### config.mk
export PLATFORM = sky130hd
export DESIGN_NAME = round_scheduler
export DESIGN_NICKNAME = d
export VERILOG_FILES = /design/src/rtl/round_scheduler.sv
export SDC_FILE = /design/constraint.sdc
export NUM_CORES = 1
export LEC_CHECK = 0
export BUFFER_PORTS_ARGS = -buffer_cell sky130_fd_sc_hd__clkbuf_2
export CAP_MARGIN = 20
export CORE_MARGIN = 2
export CORE_UTILIZATION = 50
export CTS_CLUSTER_DIAMETER = 100
export DETAILED_ROUTE_END_ITERATION = 7
export PLACE_DENSITY_LB_ADDON = 0.2
export SLEW_MARGIN = 20
export SYNTH_ARGS = -nofsm -noshare
export SYNTH_HDL_FRONTEND = slang
export SYNTH_SLANG_ARGS = --single-unit
### constraint.sdc
create_clock -name i_clk -period 3.8 [get_ports i_clk]
set_input_delay 1.14 -clock i_clk [delete_from_list [all_inputs] [get_ports i_clk]]
set_output_delay 1.14 -clock i_clk [all_outputs]
set_load 0.1 [all_outputs]
### src/rtl/round_scheduler.sv
// Round scheduler: draws per-round shell totals, loads a randomly ordered magazine from an
// LFSR, then hands shells out one per accepted fire until the magazine is empty.
module round_scheduler (
  input  logic       i_clk,
  input  logic       i_rst,
  input  logic       i_start,
  input  logic [3:0] i_time,
  input  logic [3:0] i_b1,
  input  logic [3:0] i_b2,
  input  logic [3:0] i_b3,
  input  logic [3:0] i_b4,
  input  logic       i_fire,
  input  logic       i_game_over,
  output logic       o_gen_start,
  output logic [1:0] o_round,
  output logic [3:0] o_live,
  output logic [3:0] o_blank,
  output logic       o_shell_valid,
  output logic       o_shell_live,
  output logic       o_ready,
  output logic       o_round_done
);

  typedef enum logic [2:0] {StIdle, StSetup, StLoad, StReady, StRoundEnd} state_e;

  state_e     state_q;
  logic [7:0] lfsr_q, mag_q;
  logic [1:0] round_q;
  logic [3:0] live_q, blank_q, load_live_q, load_blank_q, load_cnt_q;
  logic [2:0] top_q;
  logic       gen_start_q, shell_valid_q, shell_live_q, ready_q, round_done_q;

  logic [7:0] lfsr_d, mag_load_d;
  logic [3:0] sel_total, total, total_m1, live_quota, blank_quota;
  logic [4:0] remaining;
  logic       shell_d;

  always_comb begin
    lfsr_d = {lfsr_q[6:0], lfsr_q[7] ^ lfsr_q[5] ^ lfsr_q[4] ^ lfsr_q[3]};
    unique case (round_q)
      2'd0:    sel_total = i_b1;
      2'd1:    sel_total = i_b2;
      2'd2:    sel_total = i_b3;
      default: sel_total = i_b4;
    endcase
    // The magazine holds at most eight shells.
    total       = (sel_total > 4'd8) ? 4'd8 : sel_total;
    total_m1    = total - 4'd1;
    live_quota  = total >> 1;
    blank_quota = total - live_quota;
    remaining   = {1'b0, live_q} + {1'b0, blank_q};
    shell_d     = (lfsr_q[0] && (load_live_q != 4'd0)) || (load_blank_q == 4'd0);
    // Shells enter at the top of this round's slot range so the first one loaded
    // ends up in bit 0 after exactly total shifts.
    mag_load_d  = (mag_q >> 1) | ({7'd0, shell_d} << top_q);
  end

  always_ff @(posedge i_clk) begin
    if (i_rst) begin
      state_q       <= StIdle;
      lfsr_q        <= 8'h01;
      mag_q         <= 8'h00;
      round_q       <= 2'd0;
      live_q        <= 4'd0;
      blank_q       <= 4'd0;
      load_live_q   <= 4'd0;
      load_blank_q  <= 4'd0;
      load_cnt_q    <= 4'd0;
      top_q         <= 3'd0;
      gen_start_q   <= 1'b0;
      shell_valid_q <= 1'b0;
      shell_live_q  <= 1'b0;
      ready_q       <= 1'b0;
      round_done_q  <= 1'b0;
    end else begin
      gen_start_q   <= 1'b0;
      shell_valid_q <= 1'b0;
      round_done_q  <= 1'b0;
      if (state_q != StIdle) begin
        lfsr_q <= lfsr_d;
      end
      if ((state_q != StIdle) && i_game_over) begin
        state_q      <= StIdle;
        mag_q        <= 8'h00;
        live_q       <= 4'd0;
        blank_q      <= 4'd0;
        load_live_q  <= 4'd0;
        load_blank_q <= 4'd0;
        load_cnt_q   <= 4'd0;
        ready_q      <= 1'b0;
      end else begin
        unique case (state_q)
          StIdle: begin
            if (i_start) begin
              state_q     <= StSetup;
              round_q     <= 2'd0;
              lfsr_q      <= {i_time, ~i_time};
              gen_start_q <= 1'b1;
            end
          end
          StSetup: begin
            live_q       <= live_quota;
            blank_q      <= blank_quota;
            load_live_q  <= live_quota;
            load_blank_q <= blank_quota;
            load_cnt_q   <= total;
            top_q        <= total_m1[2:0];
            mag_q        <= 8'h00;
            if (total == 4'd0) begin
              state_q <= StReady;
              ready_q <= 1'b1;
            end else begin
              state_q <= StLoad;
            end
          end
          StLoad: begin
            mag_q      <= mag_load_d;
            load_cnt_q <= load_cnt_q - 4'd1;
            if (shell_d) begin
              load_live_q <= load_live_q - 4'd1;
            end else begin
              load_blank_q <= load_blank_q - 4'd1;
            end
            if (load_cnt_q <= 4'd1) begin
              state_q <= StReady;
              ready_q <= 1'b1;
            end
          end
          StReady: begin
            if (remaining == 5'd0) begin
              state_q      <= StRoundEnd;
              ready_q      <= 1'b0;
              round_done_q <= 1'b1;
              gen_start_q  <= 1'b1;
            end else if (i_fire) begin
              shell_valid_q <= 1'b1;
              shell_live_q  <= mag_q[0];
              mag_q         <= mag_q >> 1;
              if (mag_q[0] && (live_q != 4'd0)) begin
                live_q <= live_q - 4'd1;
              end else if (!mag_q[0] && (blank_q != 4'd0)) begin
                blank_q <= blank_q - 4'd1;
              end
              if (remaining == 5'd1) begin
                state_q      <= StRoundEnd;
                ready_q      <= 1'b0;
                round_done_q <= 1'b1;
                gen_start_q  <= 1'b1;
              end
            end
          end
          StRoundEnd: begin
            state_q <= StSetup;
            round_q <= (round_q == 2'd3) ? 2'd1 : round_q + 2'd1;
          end
          default: state_q <= StIdle;
        endcase
      end
    end
  end

  assign o_gen_start   = gen_start_q;
  assign o_round       = round_q;
  assign o_live        = live_q;
  assign o_blank       = blank_q;
  assign o_shell_valid = shell_valid_q;
  assign o_shell_live  = shell_live_q;
  assign o_ready       = ready_q;
  assign o_round_done  = round_done_q;

endmodule

# After elaboration in Yosys (flattened, before gate mapping)

Index checks and enable logic that the tools add are counted.

Bits in registers: 49
Bits of input ports: 25
Output and inout port bits: 15
Logic and storage cells: 132

$add $sub $neg: 9
$lt $le $gt $ge: 2
Eq/ne operators: 20
Shift-type cells: 1
Muxes and demuxes: 45
Bitwise gates (word level): 8
Reductions and logical operators: 32

Operators with widths:

| kind                | number |
|---|---|
| $mux 8              | 6 |
| $mux 4              | 10 |
| $pmux 4 s2          | 5 |
| $pmux 8 s3          | 1 |
| $ne 2x2->1 const B  | 10 |
| $sub 4x1->4 const B | 5 |
| $mux 3              | 5 |
| $pmux 3 s5          | 1 |
| $pmux 4 s3          | 1 |
| $reduce_and 4->1    | 3 |
| $reduce_bool 4->1   | 3 |
| $mux 1              | 11 |
| $reduce_and 5->1    | 2 |
| $logic_not 4->1     | 2 |
| $or 7x8->8          | 1 |
| $shl 1x3->8         | 1 |
| $eq 3x2->1 const B  | 2 |
| $ne 3x3->1 const B  | 2 |
| $reduce_and 2->1    | 3 |
| $reduce_and 3->1    | 2 |
| $reduce_bool 2->1   | 3 |
| $reduce_bool 3->1   | 2 |
| $add 4x4->5         | 1 |
| $eq 5x1->1 const B  | 1 |
| 25 further kinds    | 34 |

# Depth between registers and ports, before layout

Gate-level depths: netlist of the first run.

Word-level depth: 7
Depth in mapped cells: 10
Mapped depth without buffers: 10

# Least setup slack after synthesis of the first run

No wires, ideal clock.

Path kind: flip-flop to flip-flop
From: register round_q[0] (netlist: o_round[0])
To: register blank_q[2] (netlist: o_blank[2])
Library setup time: 0.071 ns
Arrival: 3.256 ns
Data required time: 3.729 ns
Path slack: 0.474 ns
Stages on the path, launching flop included: 11
Path buffers: 0
Clock period less this slack: 3.326 ns
Cells stage by stage: dfxtp_1 -> inv_1 -> ha_1 -> a222oi_1 -> o31a_1 -> inv_1 -> ha_1 -> fa_1 -> xnor2_1 -> a211o_1 -> a21oi_1

Word-level cells in the longest chain between the ends: 6
Elaborated cells on any way between the ends: 8
Those cells by class: 1 x add/sub; 1 x order compare; 2 x eq/ne; 3 x mux; 1 x reduce/logical

RTL lines:

| what                                     | line | text |
|---|---|---|
| start: declaration                       | 28   | `logic [1:0] round_q;` |
| start signal: assignment                 | 154  | `round_q <= (round_q == 2'd3) ? 2'd1 : round_q + 2'd1;` |
| $eq 2x2->1, or another cell as far along | 40   | `unique case (round_q)` |
| $pmux 4 s3 *                             | 40   |  |
| $gt 4x4->1                               | 47   | `total = (sel_total > 4'd8) ? 4'd8 : sel_total;` |
| $mux 4 *                                 | 47   |  |
| $sub 4x3->4 *                            | 50   | `blank_quota = total - live_quota;` |
| $pmux 4 s2 *                             | 92   | `unique case (state_q)` |
| end signal: assignment                   | 103  | `blank_q <= blank_quota;` |
| end signal: assignment                   | 142  | `blank_q <= blank_q - 4'd1;` |
| end: declaration                         | 29   | `logic [3:0] live_q, blank_q, load_live_q, load_blank_q, load_cnt_q;` |

Every way passes the cells marked *; elsewhere a longest branch is shown, timed or not.
A chain may end at the register's enable or synchronous reset.

# Worst setup path after layout of the first run

From: input i_b3[1]
To: register blank_q[2] (netlist: o_blank[2])

Word-level cells in the longest chain between the ends: 5

RTL lines:

| what               | line | text |
|---|---|---|
| start: declaration | 10   | `input logic [3:0] i_b3,` |
| $pmux 4 s3 *       | 40   |  |
| $gt 4x4->1         | 47   |  |
| $mux 4 *           | 47   |  |
| $sub 4x3->4 *      | 50   |  |
| $pmux 4 s2 *       | 92   |  |

Marks and branches as above.

==> results of run 1 <==
stage by stage:
step	hold slack (ps)	worst slack [ps]	std cells	total power [W]	cell area [um^2]
after detailed placement	452	404	469	0.00161	3290
after global placement	449	505	469	0.00159	3290
after global routing	499	561	477	0.00214	3410
after CTS	470	723	477	0.00200	3410
after floorplan	431	474	369	0.00142	3070
final	469	758	477	0.00201	3410
flip-flops by register name, indices dropped and copies added, names as in the netlist:
signal / count
o_live: 4
mag_q: 8
o_round_done: 1
o_blank: 4
state_q: 3
o_ready: 1
top_q: 3
lfsr_q: 8
load_live_q: 4
load_blank_q: 4
o_shell_valid: 1
o_gen_start: 1
o_round: 2
o_shell_live: 1
load_cnt_q: 4
worst max-delay path: cells and delay by family:
family                     cells  cell delay, ps
AOI/OAI and AO/OA              4            1160
xor gates and xnor gates       1             150
buffers and inverters          2             200
adders and majority gates      2             620
cell usage in the layout (no fill, tap or decap), types with 10 or more instances in the layout:
cell type | Yosys | routed
ha_1 | 18 | 18
nand2_1 | 28 | 28
nor2_1 | 35 | 35
o21ai_0 | 12 | 12
nand2b_1 | 10 | 10
inv_1 | 21 | 21
clkbuf_2 | 0 | 39
a21oi_1 | 27 | 27
dfxtp_1 | 49 | 49
cells by family (layout without fill, tap and decap cells):
group                      count (synthesis)  in the layout  share of synthesized area, %
AOI/OAI and AO/OA                        112            112                          26.3
DFF                                       49             49                          32.0
and+or+nand+nor                          135            135                          23.1
xor gates and xnor gates                   5              5                          1.43
adders and majority gates                 20             20                          8.65
muxes                                      9              9                          2.94
buffers and inverters                     39             72                          5.59
area by class of cell:
cell class | instances | area share (%)
timing repair buffer | 43 | 6.60
multi-input combinational | 281 | 56.2
tap | 75 | 2.75
clock buffer | 7 | 2.53
sequential | 49 | 28.8
clock inverter | 1 | 0.880
inverter | 21 | 2.31
power by group through the flow:
stage,Clock [W],Combinational (W),Sequential [W]
finish,0.000399,0.000901,0.000708
global route,0.000425,0.000992,0.000723
CTS,0.000404,0.000894,0.000706
detailed placement,0,0.000887,0.000718
global placement,0,0.000875,0.000715
floorplan,0,0.000623,0.000802
layer usage:
layer / vias up / routed length [um]
met3: 16 / 447
met1: 1388 / 3600
met5: - / 0
li1: 1443 / -
met4: 0 / 188
met2: 110 / 3530
worst max path at each step:
| stage | startpoint | to | slack [ps] |
|---|---|---|---|
| floorplan | o_round[0] | o_blank[2] | 470 |
| global placement | i_b3[1] | o_blank[2] | 510 |
| detailed placement | i_b3[1] | o_blank[2] | 400 |
| CTS | i_b3[1] | o_blank[2] | 720 |
| global route | i_b3[1] | o_blank[2] | 560 |
| finish | i_b3[1] | o_blank[2] | 760 |
==> results.yml, run 1 <==
cells_and_area:
  nets: 446
  diodes: 0
  multiInputGateArea_um2: 1920
  seqCellArea_um2: 981
  fin_util_pct: 57.6
  drive_gt1_share_pct: 14.9
  area_delta_synth_final_pct: 11.2
  fillCellCount: 547
yosys:
  netlist_instances: 369
  ys_ff_latch: 49
  synthesis.nets: 414
  synth_warnings: 0
  synthTopCellsByCount: "dfxtp_1 (49), nor2_1 (35), nand2_1 (28), a21oi_1 (27), inv_1 (21)"
  synth-async-reset-ratio_pct: 0
  synth_area_leaders: "dfxtp_1 (32%), ha_1 (7.3%), a21oi_1 (4.4%), nor2_1 (4.3%), nand2_1 (3.4%)"
  post-synth-top-count-cell: "dfxtp_1"
  ys_seq_area_share_pct: 32.0
  synth_edf_count: 0
  ys_types: 63
  synth_top_area_share_pct: 32.0
  yosysTopAreaCell: "dfxtp_1"
  netlist_area_um2: 3070
  synth-main-ff-cell: "dfxtp_1"
  avgSynthCellArea_um2: 8.31
setup_path:
  setup.worst_path.start_class: "input port"
  cp.required_ps: 4040
  max_stage_delay_ps: 400
  r2r-start: "o_round[1]"
  r2r_cells: 10
  worst-r2r-setup-slack_ps: 890
  cp-end-kind: "flop"
  cpMaxStageDelayCell: "o31a_1"
  cp_data_arrival_time_ps: 3280
  critPathKind: "input port to flop"
  path_max_fanout: 7
  path_cells: "clkbuf_2 -> a222oi_1 -> o31a_1 -> inv_1 -> ha_1 -> fa_1 -> xnor2_1 -> a211o_1 -> a21oi_1"
  rr_endpoint: "o_blank[2]"
pwr:
  power.share.switching_pct: 44.0
  power_per_cell_area_nw_per_um2: 589
  combPwrFrac_pct: 44.9
  p_switching_w: 0.000884
  p_clk_share_pct: 19.9
  irDropWorstVdd_uv: 387
  internal-power_w: 0.00112
  leakagePower_nw: 1.41
  p_seq_share_pct: 35.3
clock_network:
  insertion_delay_ps: 310
  path_clk_slew_ps: 100
  post_cts_buffers: 0
  cts_buffer_depth: 2
  cts-root-buf: "clkbuf_8"
  htree_levels: 2
  cts_tree: "built"
  cts.sinks: 49
  cts_buffers: 5
  cts_resized: 0
  ctsHoldBuffers: 0
min_path:
  min_path_type: "flop to flop"
  whs_path_depth: 2
  whs_endpoint: "lfsr_q[2]"
  min-delay-start: "lfsr_q[1]"
floorplan:
  io_pins: 40
  die_x_um: 82.3
  start_util_pct: 51.8
  placementRows: 28
  die_h_um: 82.3
  die_area_um2: 6780
  core-area_um2: 5920
route:
  vias_per_cell: 6.20
  wire_per_inst_um: 16.3
  wirelength_um: 7770
  num_vias: 2957
  drc: 0
  first_pass_iters: 5
  ant_nets: 0
  drtIter0Drc: 198
grt:
  met3_usage_pct: 5.33
  grt_pass1_vias: 2799
  busiest_layer: "met2"
  grt_max_degree: 26
  grt_pass1_wl_um: 13000
  antenna_found_initial: 0
  grtUsageTotal_pct: 24.8
  use_met1_pct: 32.8
  use_met2_pct: 39.8
  grt_overflow: 0
timing:
  final_max_slew_viol_count: 0
  min_period_ps: 3040
  setup_tns_ps: 0
  fin_crit_sh_pct: 80.1
  worst_slew_pin_slew_ps: 847
  rsz0062_at_grt: "no"
  fmax_mhz: 329
  slew_headroom_pct: 43.5
  hold_violations: 0
  setup_viol_count_final: 0
  fin_skew_ps: 9.37
place:
  place.gp.congestion: 0.879
  hpwl_um: 5620
  io_buffer_count: 39
status:
  outcome: "completed"
job:
  cap_viol_max_count: 0
(Power assumes the default switching activity.)
==> inputs of run 2 (changes only) <==
clock period = 2.7 ns   (was 3.8 ns; I/O delays follow)
==> run 2 against run 1 <==
Net effect: core utilization is 1.5 points higher; global-route usage is 1.1 points higher; sequential cell count stayed put; cell area is 2.6% higher; clock power is 8.5% higher; first-iteration DRC count is 13% higher; critical endpoint unchanged; largest cell class unchanged; clock skew is 6.4 ps higher; non-clock buffer count is 13 higher; die area stayed put; total power is 37% higher; cell count is 2.7% higher.
==> results.yml, run 2 (synthesis results as in run 1) <==
setup_path:
  worst-r2r-setup-slack_ps: 220
  path_max_fanout: 5
  rr_endpoint: "o_blank[2]"
  setup.worst_path.start_class: "flop"
  critPathKind: "flop to flop"
  startpoint: "o_round[0]"
  cp_data_arrival_time_ps: 2710
  max_stage_delay_ps: 360
  r2r_cells: 10
  path_cells: "buf_4 -> ha_1 -> a21oi_1 -> nand2_1 -> a2bb2oi_1 -> ha_1 -> fa_2 -> xnor2_1 -> a211o_1 -> a21oi_1"
  timing.critical_path.to: "o_blank[2]"
  cpMaxStageDelayCell: "dfxtp_4"
  r2r-start: "o_round[0]"
  cp-end-kind: "flop"
  cp.required_ps: 2940
clock_network:
  cts_tree: "built"
  htree_levels: 2
  cts.sinks: 49
  cts-root-buf: "clkbuf_8"
  ctsHoldBuffers: 0
  cts_buffer_depth: 2
  path_clk_slew_ps: 90
  cts_buffers: 5
  insertion_delay_ps: 310
timing:
  worst_slew_pin_slew_ps: 789
  rsz0062_at_grt: "no"
  fin_skew_ps: 15.8
  final_max_slew_viol_count: 0
  hold_violations: 0
  slew_headroom_pct: 47.4
  worst_slack_ps: 221
  fin_crit_sh_pct: 91.8
  fmax_mhz: 403
  min_period_ps: 2480
  setup_viol_count_final: 0
cells_and_area:
  final_common_cell: "dfxtp_1"
  largestRegisters: "lfsr_q (8), mag_q (8)"
  drive_gt1_share_pct: 20.0
  layout_common_cells: "dfxtp_1 (43), clkbuf_2 (39), nor2_1 (35)"
  area_delta_synth_final_pct: 14.0
  nets: 459
  fin_util_pct: 59.1
  diodes: 0
route:
  first_pass_iters: 6
  drtIter0Drc: 224
  wirelength_um: 8100
  wire_per_inst_um: 16.5
  ant_nets: 0
  vias_per_cell: 6.14
  num_vias: 3007
  drc: 0
grt:
  use_met2_pct: 42.8
  grt_pass1_wl_um: 13500
  antenna_found_initial: 0
  grtUsageTotal_pct: 25.9
  grt_overflow: 0
  grt_pass1_vias: 2765
  busiest_layer: "met2"
  grt_max_degree: 23
  met3_usage_pct: 4.46
  use_met1_pct: 34.2
place:
  place.gp.congestion: 0.905
  io_buffer_count: 39
  hpwl_um: 6120
  pre_cts_slack_ps: -48.9
job:
  cap_viol_max_count: 0
floorplan:
  die_area_um2: 6780
  core-area_um2: 5920
  die_h_um: 82.3
  start_util_pct: 51.8
  placementRows: 28
  die_x_um: 82.3
  io_pins: 40
min_path:
  min_path_type: "flop to flop"
pwr:
  leakagePower_nw: 1.46
  finalPower_w: 0.00275
  irDropWorstVdd_uv: 505
  power_per_cell_area_nw_per_um2: 787
status:
  outcome: "completed"
-- run 2: cell types whose count changed in the layout (fill, tap and decap cells not counted), moves of 2 or more --
cell / delta
dfxtp_2: +4
ha_1: -2
buf_4: +13
clkinv_2: +2
ha_2: +2
dfxtp_4: +2
dfxtp_1: -6
-- run 2: cell type report --
type	count	area (um^2)
clock buffers	5	68.8
clock inverters	3	17.5
fillers	573	2420
inverters	21	78.8
multi-input cells	281	1920
flip-flops and latches	49	993
well taps	75	93.8
repair buffers	56	323
-- run 2: timing repair --
| action | in CTS | in global routing |
|---|---|---|
| setup buffers | 0 | 1 |
| gates resized for setup | 0 | 3 |
| endpoints found under the setup margin | 0 | 3 |
| hold endpoints to repair | 0 | 0 |
-- run 2: worst max-delay path: cells and delay by family (launching register included) --
| kind | cells | cell delay (ps) |
|---|---|---|
| buffers and inverters | 1 | 140 |
| XOR/XNOR | 1 | 150 |
| AND/OR/NAND/NOR | 1 | 90 |
| flip-flops | 1 | 360 |
| AO/OA/AOI/OAI | 4 | 860 |
| adder cells (fa/ha/maj) | 3 | 830 |
-- run 2: worst min path at each step --
stage | startpoint | end | cells after the start
after global routing | lfsr_q[2] | lfsr_q[3] | 2
after floorplan | lfsr_q[1] | lfsr_q[2] | 2
final | load_blank_q[1] | load_blank_q[1] | 2
after detailed placement | load_blank_q[1] | load_blank_q[1] | 2
after global placement | lfsr_q[1] | lfsr_q[2] | 2
after CTS | load_blank_q[1] | load_blank_q[1] | 2
-- run 2: stage by stage --
stage	setup TNS [ps]	cell area (um^2)	instances	hold slack [ps]
finish	0	3500	490	471
global placement	-9.34	3400	481	451
global route	0	3500	490	497
floorplan	-164	3080	369	431
CTS	0	3480	489	469
detailed placement	-48.9	3400	481	457
-- run 2: power breakdown --
group / switching [W] / leakage (nW) / internal, W
logic: 0.000870 / 1.02 / 0.000471
registers: 0.000135 / 0.403 / 0.000845
clock network: 0.000253 / 0.0439 / 0.000179
-- run 2: per-layer routing --
| metal | vias to the layer above | share of wire [%] | wire, um |
|---|---|---|---|
| met3 | 13 | 4.7 | 383 |
| met4 | 0 | 2.5 | 200 |
| met2 | 82 | 47 | 3810 |
| met1 | 1441 | 46 | 3700 |
| li1 | 1471 | - | - |
| met5 | - | 0 | 0 |
